**src/rtl/divmod_share_ctrl_pkg.sv**
```systemverilog
// Shared types and constants for the controller that time-shares one divider
// between the CPU execute stage (requester 0) and the helper unit (requester 1).
package divmod_share_ctrl_pkg;

  localparam int DIV_SHARE_NUM_REQ = 2;
  localparam int DIV_SHARE_W       = 64;
  localparam int DIV_SHARE_OP32_W  = 32;

  typedef enum logic [1:0] {
    IDLE  = 2'd0,
    ISSUE = 2'd1,
    WAIT  = 2'd2,
    RESP  = 2'd3
  } div_share_state_e;

  typedef struct packed {
    logic                   sgn;
    logic                   is64;
    logic [DIV_SHARE_W-1:0] num;
    logic [DIV_SHARE_W-1:0] denom;
  } div_share_req_t;

  typedef struct packed {
    logic [DIV_SHARE_W-1:0] quot;
    logic [DIV_SHARE_W-1:0] rem;
    logic                   dbz;
  } div_share_rsp_t;

  function automatic logic [DIV_SHARE_NUM_REQ-1:0] req_onehot(input logic id);
    logic [DIV_SHARE_NUM_REQ-1:0] vec_s;
    if (id) vec_s = 2'b10;
    else    vec_s = 2'b01;
    return vec_s;
  endfunction

endpackage

```
**src/rtl/divmod_share_ctrl_rr_pick.sv**
```systemverilog
// Two-way round-robin picker: a lone request wins outright; on a tie the
// requester that was not served last wins.
module divmod_share_ctrl_rr_pick
  import divmod_share_ctrl_pkg::*;
(
  input  logic [DIV_SHARE_NUM_REQ-1:0] valid,
  input  logic                         last_grant,
  output logic                         grant,
  output logic                         any
);

  // Grant selection.
  always_comb begin
    grant = 1'b0;
    case (valid)
      2'b01:   grant = 1'b0;
      2'b10:   grant = 1'b1;
      2'b11:   grant = ~last_grant;
      default: grant = 1'b0;
    endcase
    any = |valid;
  end

endmodule

```
**src/rtl/divmod_share_ctrl.sv**
```systemverilog
// Arbitrates two requesters onto one shared divider, prepares 32/64-bit
// operands, short-circuits divide-by-zero and returns results per requester.
module divmod_share_ctrl
  import divmod_share_ctrl_pkg::*;
#(
  parameter int DIV_W  = DIV_SHARE_W,
  parameter int OP32_W = DIV_SHARE_OP32_W
) (
  input  logic                                    clk,
  input  logic                                    rst_n,
  input  logic [DIV_SHARE_NUM_REQ-1:0]            req_valid,
  output logic [DIV_SHARE_NUM_REQ-1:0]            req_ready,
  input  logic [DIV_SHARE_NUM_REQ-1:0]            req_sgn,
  input  logic [DIV_SHARE_NUM_REQ-1:0]            req_is64,
  input  logic [DIV_SHARE_NUM_REQ-1:0][DIV_W-1:0] req_num,
  input  logic [DIV_SHARE_NUM_REQ-1:0][DIV_W-1:0] req_denom,
  output logic [DIV_SHARE_NUM_REQ-1:0]            rsp_valid,
  input  logic [DIV_SHARE_NUM_REQ-1:0]            rsp_ready,
  output logic [DIV_W-1:0]                        rsp_quot,
  output logic [DIV_W-1:0]                        rsp_rem,
  output logic                                    rsp_dbz,
  output logic                                    div_enable,
  output logic                                    div_unsgn_or_sgn,
  output logic [DIV_W-1:0]                        div_num,
  output logic [DIV_W-1:0]                        div_denom,
  input  logic [DIV_W-1:0]                        div_quot,
  input  logic [DIV_W-1:0]                        div_rem,
  input  logic                                    div_can_accept_cmd,
  input  logic                                    div_data_ready
);

  localparam int EXT_W = DIV_W - OP32_W;

  function automatic logic [DIV_W-1:0] extend_operand(input logic [DIV_W-1:0] raw,
                                                      input logic is64, input logic sgn);
    logic [DIV_W-1:0] ext_s;
    if (is64)     ext_s = raw;
    else if (sgn) ext_s = {{EXT_W{raw[OP32_W-1]}}, raw[OP32_W-1:0]};
    else          ext_s = {{EXT_W{1'b0}}, raw[OP32_W-1:0]};
    return ext_s;
  endfunction

  function automatic logic [DIV_W-1:0] fit_result(input logic [DIV_W-1:0] raw, input logic is64);
    logic [DIV_W-1:0] fit_s;
    if (is64) fit_s = raw;
    else      fit_s = {{EXT_W{1'b0}}, raw[OP32_W-1:0]};
    return fit_s;
  endfunction

  div_share_state_e state_r, state_nxt_s;
  div_share_req_t   op_r;
  div_share_rsp_t   rsp_r;
  logic             last_grant_r;
  logic             id_r;
  logic             grant_s;
  logic             any_s;
  logic             accept_s;
  logic             sel_sgn_s;
  logic             sel_is64_s;
  logic             dbz_s;
  logic [DIV_W-1:0] sel_num_s;
  logic [DIV_W-1:0] sel_denom_s;
  logic [DIV_W-1:0] ext_num_s;
  logic [DIV_W-1:0] ext_denom_s;
  logic [DIV_W-1:0] dbz_quot_s;

  divmod_share_ctrl_rr_pick u_rr_pick (
    .valid      (req_valid),
    .last_grant (last_grant_r),
    .grant      (grant_s),
    .any        (any_s)
  );

  // Operand preparation for the currently granted requester.
  always_comb begin
    sel_sgn_s   = req_sgn[grant_s];
    sel_is64_s  = req_is64[grant_s];
    sel_num_s   = req_num[grant_s];
    sel_denom_s = req_denom[grant_s];
    ext_num_s   = extend_operand(sel_num_s, sel_is64_s, sel_sgn_s);
    ext_denom_s = extend_operand(sel_denom_s, sel_is64_s, sel_sgn_s);
    dbz_s       = (ext_denom_s == {DIV_W{1'b0}});
    dbz_quot_s  = sel_is64_s ? {DIV_W{1'b1}} : {{EXT_W{1'b0}}, {OP32_W{1'b1}}};
    accept_s    = rst_n && (state_r == IDLE) && any_s && req_valid[grant_s];
  end

  // State register.
  always_ff @(posedge clk) begin
    if (!rst_n) state_r <= IDLE;
    else        state_r <= state_nxt_s;
  end

  // Next-state and handshake strobes.
  always_comb begin
    state_nxt_s = state_r;
    req_ready   = 2'b00;
    rsp_valid   = 2'b00;
    div_enable  = 1'b0;
    case (state_r)
      IDLE: begin
        if (any_s && rst_n) req_ready[grant_s] = 1'b1;
        if (accept_s) state_nxt_s = dbz_s ? RESP : ISSUE;
        else          state_nxt_s = IDLE;
      end
      ISSUE: begin
        if (div_can_accept_cmd) begin
          div_enable  = 1'b1;
          state_nxt_s = WAIT;
        end else begin
          state_nxt_s = ISSUE;
        end
      end
      WAIT: begin
        if (div_data_ready) state_nxt_s = RESP;
        else                state_nxt_s = WAIT;
      end
      RESP: begin
        rsp_valid = req_onehot(id_r);
        if (rsp_ready[id_r]) state_nxt_s = IDLE;
        else                 state_nxt_s = RESP;
      end
      default: state_nxt_s = IDLE;
    endcase
  end

  // Command latch, result capture and round-robin history.
  always_ff @(posedge clk) begin
    if (!rst_n) begin
      op_r         <= '0;
      rsp_r        <= '0;
      id_r         <= 1'b0;
      last_grant_r <= 1'b1;
    end else begin
      case (state_r)
        IDLE: begin
          if (accept_s) begin
            id_r       <= grant_s;
            op_r.sgn   <= sel_sgn_s;
            op_r.is64  <= sel_is64_s;
            op_r.num   <= ext_num_s;
            op_r.denom <= ext_denom_s;
            // Zero divisor never reaches the divider; the answer is fixed here.
            if (dbz_s) begin
              rsp_r.quot <= dbz_quot_s;
              rsp_r.rem  <= fit_result(sel_num_s, sel_is64_s);
              rsp_r.dbz  <= 1'b1;
            end
          end
        end
        WAIT: begin
          if (div_data_ready) begin
            rsp_r.quot <= fit_result(div_quot, op_r.is64);
            rsp_r.rem  <= fit_result(div_rem, op_r.is64);
            rsp_r.dbz  <= 1'b0;
          end
        end
        RESP: begin
          if (rsp_ready[id_r]) last_grant_r <= id_r;
        end
        default: begin
        end
      endcase
    end
  end

  assign div_unsgn_or_sgn = op_r.sgn;
  assign div_num          = op_r.num;
  assign div_denom        = op_r.denom;
  assign rsp_quot         = rsp_r.quot;
  assign rsp_rem          = rsp_r.rem;
  assign rsp_dbz          = rsp_r.dbz;

endmodule

```
**config.mk**
```make
export PLATFORM = sky130hd
export DESIGN_NAME = divmod_share_ctrl
export DESIGN_NICKNAME = d
export VERILOG_FILES = /design/src/rtl/divmod_share_ctrl_pkg.sv /design/src/rtl/divmod_share_ctrl_rr_pick.sv /design/src/rtl/divmod_share_ctrl.sv
export SDC_FILE = /design/constraint.sdc
export NUM_CORES = 1
export LEC_CHECK = 0
export ABC_AREA = 1
export CELL_PAD_IN_SITES_DETAIL_PLACEMENT = 0
export CELL_PAD_IN_SITES_GLOBAL_PLACEMENT = 1
export CORE_AREA = 2 2 253 255
export DETAILED_ROUTE_END_ITERATION = 12
export DIE_AREA = 0 0 255 257
export PLACE_DENSITY_LB_ADDON = 0.1
export SLEW_MARGIN = 20
export SYNTH_ARGS = -nofsm -noshare
export SYNTH_HDL_FRONTEND = slang
export SYNTH_SLANG_ARGS = --single-unit
```
**constraint.sdc**
```tcl
create_clock -name clk -period 3.2 [get_ports clk]
set_input_delay 0.48 -clock clk [delete_from_list [all_inputs] [get_ports clk]]
set_output_delay 0.48 -clock clk [all_outputs]
set_load 0.02 [all_outputs]
```
### Word-level counts from Yosys, hierarchy flattened

Cells that the tools add are included.

| operators by class | value |
|---|---|
| add/sub/neg operators | 0 |
| $mul | 0 |
| div/mod/pow operators | 0 |
| order comparisons | 3 |
| eq/ne operators | 8 |
| shifts and indexed selects | 0 |
| muxes and demuxes | 39 |
| bitwise operators | 1 |
| reductions and logical operators | 12 |

Operator list:

| cell | count |
|---|---|
| $mux 64 | 12 |
| $mux 129 | 3 |
| $pmux 129 s2 | 1 |
| $logic_not 64->1 | 1 |
| $mux 2 | 8 |
| $mux 1 | 12 |
| $eq 2x2->1 const B | 4 |
| $pmux 2 s4 | 1 |
| $ne 2x2->1 const B | 3 |
| $logic_and 1x1->1 | 5 |
| $lt 1x2->1 const B | 2 |
| $reduce_and 2->1 | 2 |
| $reduce_and 4->1 | 1 |
| $eq 2x1->1 const B | 1 |
| $logic_not 2->1 | 1 |
| $pmux 1 s2 | 1 |
| $reduce_bool 2->1 | 1 |
| $reduce_or 2->1 | 1 |
| $demux 1 s1 | 1 |
| $ge 1x1->1 const B | 1 |
| $not 1->1 | 1 |

| word-level totals | value |
|---|---|
| flip-flop bits (word level) | 263 |
| latch bits | 0 |
| RAM bits | 0 |
| memory bits (read-only) | 0 |
| input port bits | 396 |
| output and inout port bits | 263 |
| word-level logic and storage cells | 73 |
| memories kept | 0 |

### Longest topological paths before layout

| depth | value |
|---|---|
| depth in word-level cells | 10 |
| gate-level depth with buffers | 20 |
| depth with buffers taken out | 16 |

### Hierarchy

From an unflattened synthesis, not the netlist that was laid out.

| unflattened totals | value |
|---|---|
| cell total of the unflattened synthesis | 2004 |
| area total of the unflattened synthesis | 13626.8 um^2 |

Modules (own cells, without submodules):

| module | times used | cells each | area an instance (um^2) | sequential area each (um^2) |
|---|---|---|---|---|
| divmod_share_ctrl | 1 | 2001 | 13611.8 | 5265.0 |
| divmod_share_ctrl_rr_pick | 1 | 3 | 15.0 | 0.0 |

### Worst setup path before layout

Ideal clock, no wire load.

| path | value |
|---|---|
| path type | input-to-output |
| start point | input req_valid[1] |
| end point | output req_ready[0] |
| data arrival time | 2056 ps |
| required time | 2720 ps |
| path slack | 664 ps |
| stages on the path | 7 |
| buffers on the path | 5 |
| cells stage by stage | buf_2 -> buf_1 -> o211ai_1 -> clkbuf_1 -> buf_2 -> buf_1 -> a21oi_1 |

| between the ends | value |
|---|---|
| cells in the longest elaborated chain, start to end | 8 |
| elaborated cells on any way between the ends | 12 |
| classes of those cells | order compare (2); eq/ne (2); mux (5); reduce/logical (3) |

RTL lines:

| element | RTL line | text |
|---|---|---|
| start: declaration | divmod_share_ctrl.sv:11 | `input logic [DIV_SHARE_NUM_REQ-1:0] req_valid,` |
| $eq 2x2->1 | divmod_share_ctrl_rr_pick.sv:15 | `case (valid)` |
| $pmux 1 s2 | divmod_share_ctrl_rr_pick.sv:15 |  |
| $lt 1x2->1 (not written as such) or $ge 1x1->1 (tied branches) | divmod_share_ctrl.sv:101 | `if (any_s && rst_n) req_ready[grant_s] = 1'b1;` |
| $logic_and 1x1->1 (not written as such) | divmod_share_ctrl.sv:101 |  |
| $mux 1 (not written as such) | divmod_share_ctrl.sv:101 |  |
| $demux 1 s1 | divmod_share_ctrl.sv:101 |  |
| $mux 2 * | divmod_share_ctrl.sv:101 |  |
| $mux 2 * | divmod_share_ctrl.sv:99 | `case (state_r)` |
| end: declaration | divmod_share_ctrl.sv:12 | `output logic [DIV_SHARE_NUM_REQ-1:0] req_ready,` |

Mark *: on every way between the ends. The rest lies on a longest branch, timed or not.

### Worst setup path after layout

| path | value |
|---|---|
| start point | input req_valid[0] |
| end point | output req_ready[1] |

The elaborated chain is that of the path after synthesis.

==> qor.csv <==
metric,value,unit
Post-DRT Antenna Nets,0,
Via density,4.482,
die height,257,um
CTS max path bufs,3,
Final Power,0.01063,W
Worst IR Drop VDD,0.2567,mV
clock buffer count from CTS,36,
GRT Util Overall,20.11,%
HP Class,reg -> reg,
Clock Tree Root,clkbuf_16,
CP Class,in -> out,
total wire length,68.56,mm
Final Setup Violations,0,
"Seq/Total Area, Yosys",37.87,%
Slew @ Worst Pin,939.4,ps
most frequent cells in the layout,"clkdlybuf4s50_1 (656), nand2_1 (495), dfxtp_1 (262)",
status,finished clean,
Netlist cell types,24,
Worst EP required,2720,ps
crit-path max FO,23,
"area leader, netlist",dfxtp_1,
FP Rows,92,
PwrDens,473.9,nW/um^2
vias in the first global route,15160,
clk slew on worst S/H paths,50,ps
Remaining DRCs,0,
reg2reg end,rsp_rem[32],
r2r startpoint,last_grant_r,
Lkg Pwr,9.140,nW
max-cap violations,0,
synthesized area per cell,6.832,um^2
Final period util,95.02,%
Area Growth Syn to Fin,61.28,%
crit path time final,3040,ps
Setup Skew,16.20,ps
PortBufs,658,
# clock sinks,263,
DR iter-0 viols,801,
Ys Warns,0,
RSZ-0062 raised after global routing,false,
FMAX,328.9,MHz
effective utilization at floorplan,22.16,%
Post-CTS Setup Inserts,0,
First-pass DRT Iterations,5,
largest net degree at the start of global routing,123,
"flops & latches, synth",263,
Via Count,15450,
CP Capture Point,req_ready[1],
crit path launch type,input port,
data arrival time of the worst path,2560,ps
hpwl dp,51.74,mm
Routability Congestion,0.8551,
worst reg2reg setup slack,360,ps
Util after Layout,35.74,%
R2R cell count,18,
CTS tree,built,
hold_buf cts,0,
global-route wire length before repair,99.66,mm
initial antenna violation count,10,
Crit. Startpoint,req_valid[0],
Slew HR,37.38,%
Syn Inst Count,2035,
Avg WL per Cell,19.89,um
synthesized net count,2431,
Final nets,2965,
"commonest non-fill, non-tap cell in the layout",clkdlybuf4s50_1,
Die X,255,um
Crit. End Element,output pin,
max-slew violations,0,
io pins,659,
Fin. Hold Viols,0,
worst-skew pair later-pin latency,530,ps
synthesized area,13900,um^2
share of post-route cells with drive strength above 1,8.986,%
total grt overflow,0,
Yosys top cell area share,37.87,%
die area,65540,um^2
Core ar.,62740,um^2
synth top area cells,"dfxtp_1 (38%), nand2_1 (13%), buf_4 (7.2%)",
H-tree depth,2,
sequential cells by signal, indices dropped and copies added, names as in the netlist, 2 cells and up:
register,cells
div_num,64
rsp_quot,64
rsp_rem,64
div_denom,64
state_r,2
per-layer routing:
| metal | vias up | routed length [um] | global-route usage [%] |
|---|---|---|---|
| li1 | 7689 | - | - |
| met1 | 7161 | 28780 | 24.66 |
| met2 | 501 | 32700 | 33.55 |
| met3 | 94 | 5049 | 5.624 |
| met4 | 4 | 2001 | 6.936 |
| met5 | - | 33 | 0 |
what timing repair did:
item,CTS,global route
setup endpoints to repair,0,1
gates resized for setup,0,1
hold endpoints to repair,0,0
logic make-up (layout without fill, tap and decap cells):
group | Yosys count | count (layout) | share of synthesized area, %
and+or+nand+nor | 931 | 931 | 28.37
muxes | 30 | 30 | 2.421
other | 0 | 8 | 0
buffers and inverters | 423 | 981 | 15.35
AOI/OAI and AO/OA | 388 | 388 | 15.99
DFF | 263 | 263 | 37.87
cell type report:
class	count	area, um^2
fill	6631	40310
timing repair buffer	793	7840
multi-input combinational	1349	6556
sequential	263	5269
clock buffer	54	1090
tap	846	1059
inverter	126	474.2
clock inverter	8	115.1
antenna	8	20.02
stage by stage:
| stage | cell area [um^2] | hold slack, ps | cells | setup TNS, ps | worst slack, ps |
|---|---|---|---|---|---|
| after floorplan | 13900 | 445.9 | 2035 | 0 | 663.9 |
| final | 22420 | 445.2 | 3447 | 0 | 159.5 |
| after global routing | 22420 | 457.5 | 3446 | 0 | 16.86 |
| after CTS | 22390 | 447.5 | 3439 | 0 | 54.09 |
| after global placement | 21190 | 436.7 | 3377 | -18150 | -191.4 |
| after detailed placement | 21190 | 438.9 | 3377 | -23870 | -262.9 |
Yosys cell counts:
master,n
a21oi_1,102
nor2_1,192
inv_2,2
mux2_2,29
nand2_2,2
buf_2,32
inv_1,123
buf_1,25
a31oi_1,112
a32oi_1,29
clkinv_1,1
mux2i_1,1
o211ai_1,11
buf_4,133
nand3_1,179
o21ai_1,13
o21ai_0,119
clkbuf_1,106
dfxtp_1,263
nand3b_1,58
nand4_1,1
nand2_1,499
buf_6,1
a22oi_1,2
where the power goes:
part	switching (W)	total (W)	leakage (nW)	internal, W
Combinational	0.00146	0.00278	6.39	0.00133
Clock	0.00159	0.00417	0.598	0.00258
Sequential	0.000151	0.00368	2.15	0.00353
worst min-delay path by stage:
stage                 startpoint            to  slack, ps  cells after the start
floorplan           last_grant_r  last_grant_r        450                      2
global placement     rsp_quot[7]   rsp_quot[7]        440                      2
detailed placement   rsp_quot[5]   rsp_quot[5]        440                      2
CTS                  rsp_quot[5]   rsp_quot[5]        450                      2
global route         rsp_quot[2]   rsp_quot[2]        460                      2
finish              rsp_quot[16]  rsp_quot[16]        450                      2
worst max-delay path, stage by stage:
cell	delay, ps
clkdlybuf4s50_1	530
nand2_4	110
nand2_4	90
buf_4	280
buf_6	290
nor2_1	110
clkdlybuf4s50_1	660
No activity file was read; power rests on OpenSTA's default activity.
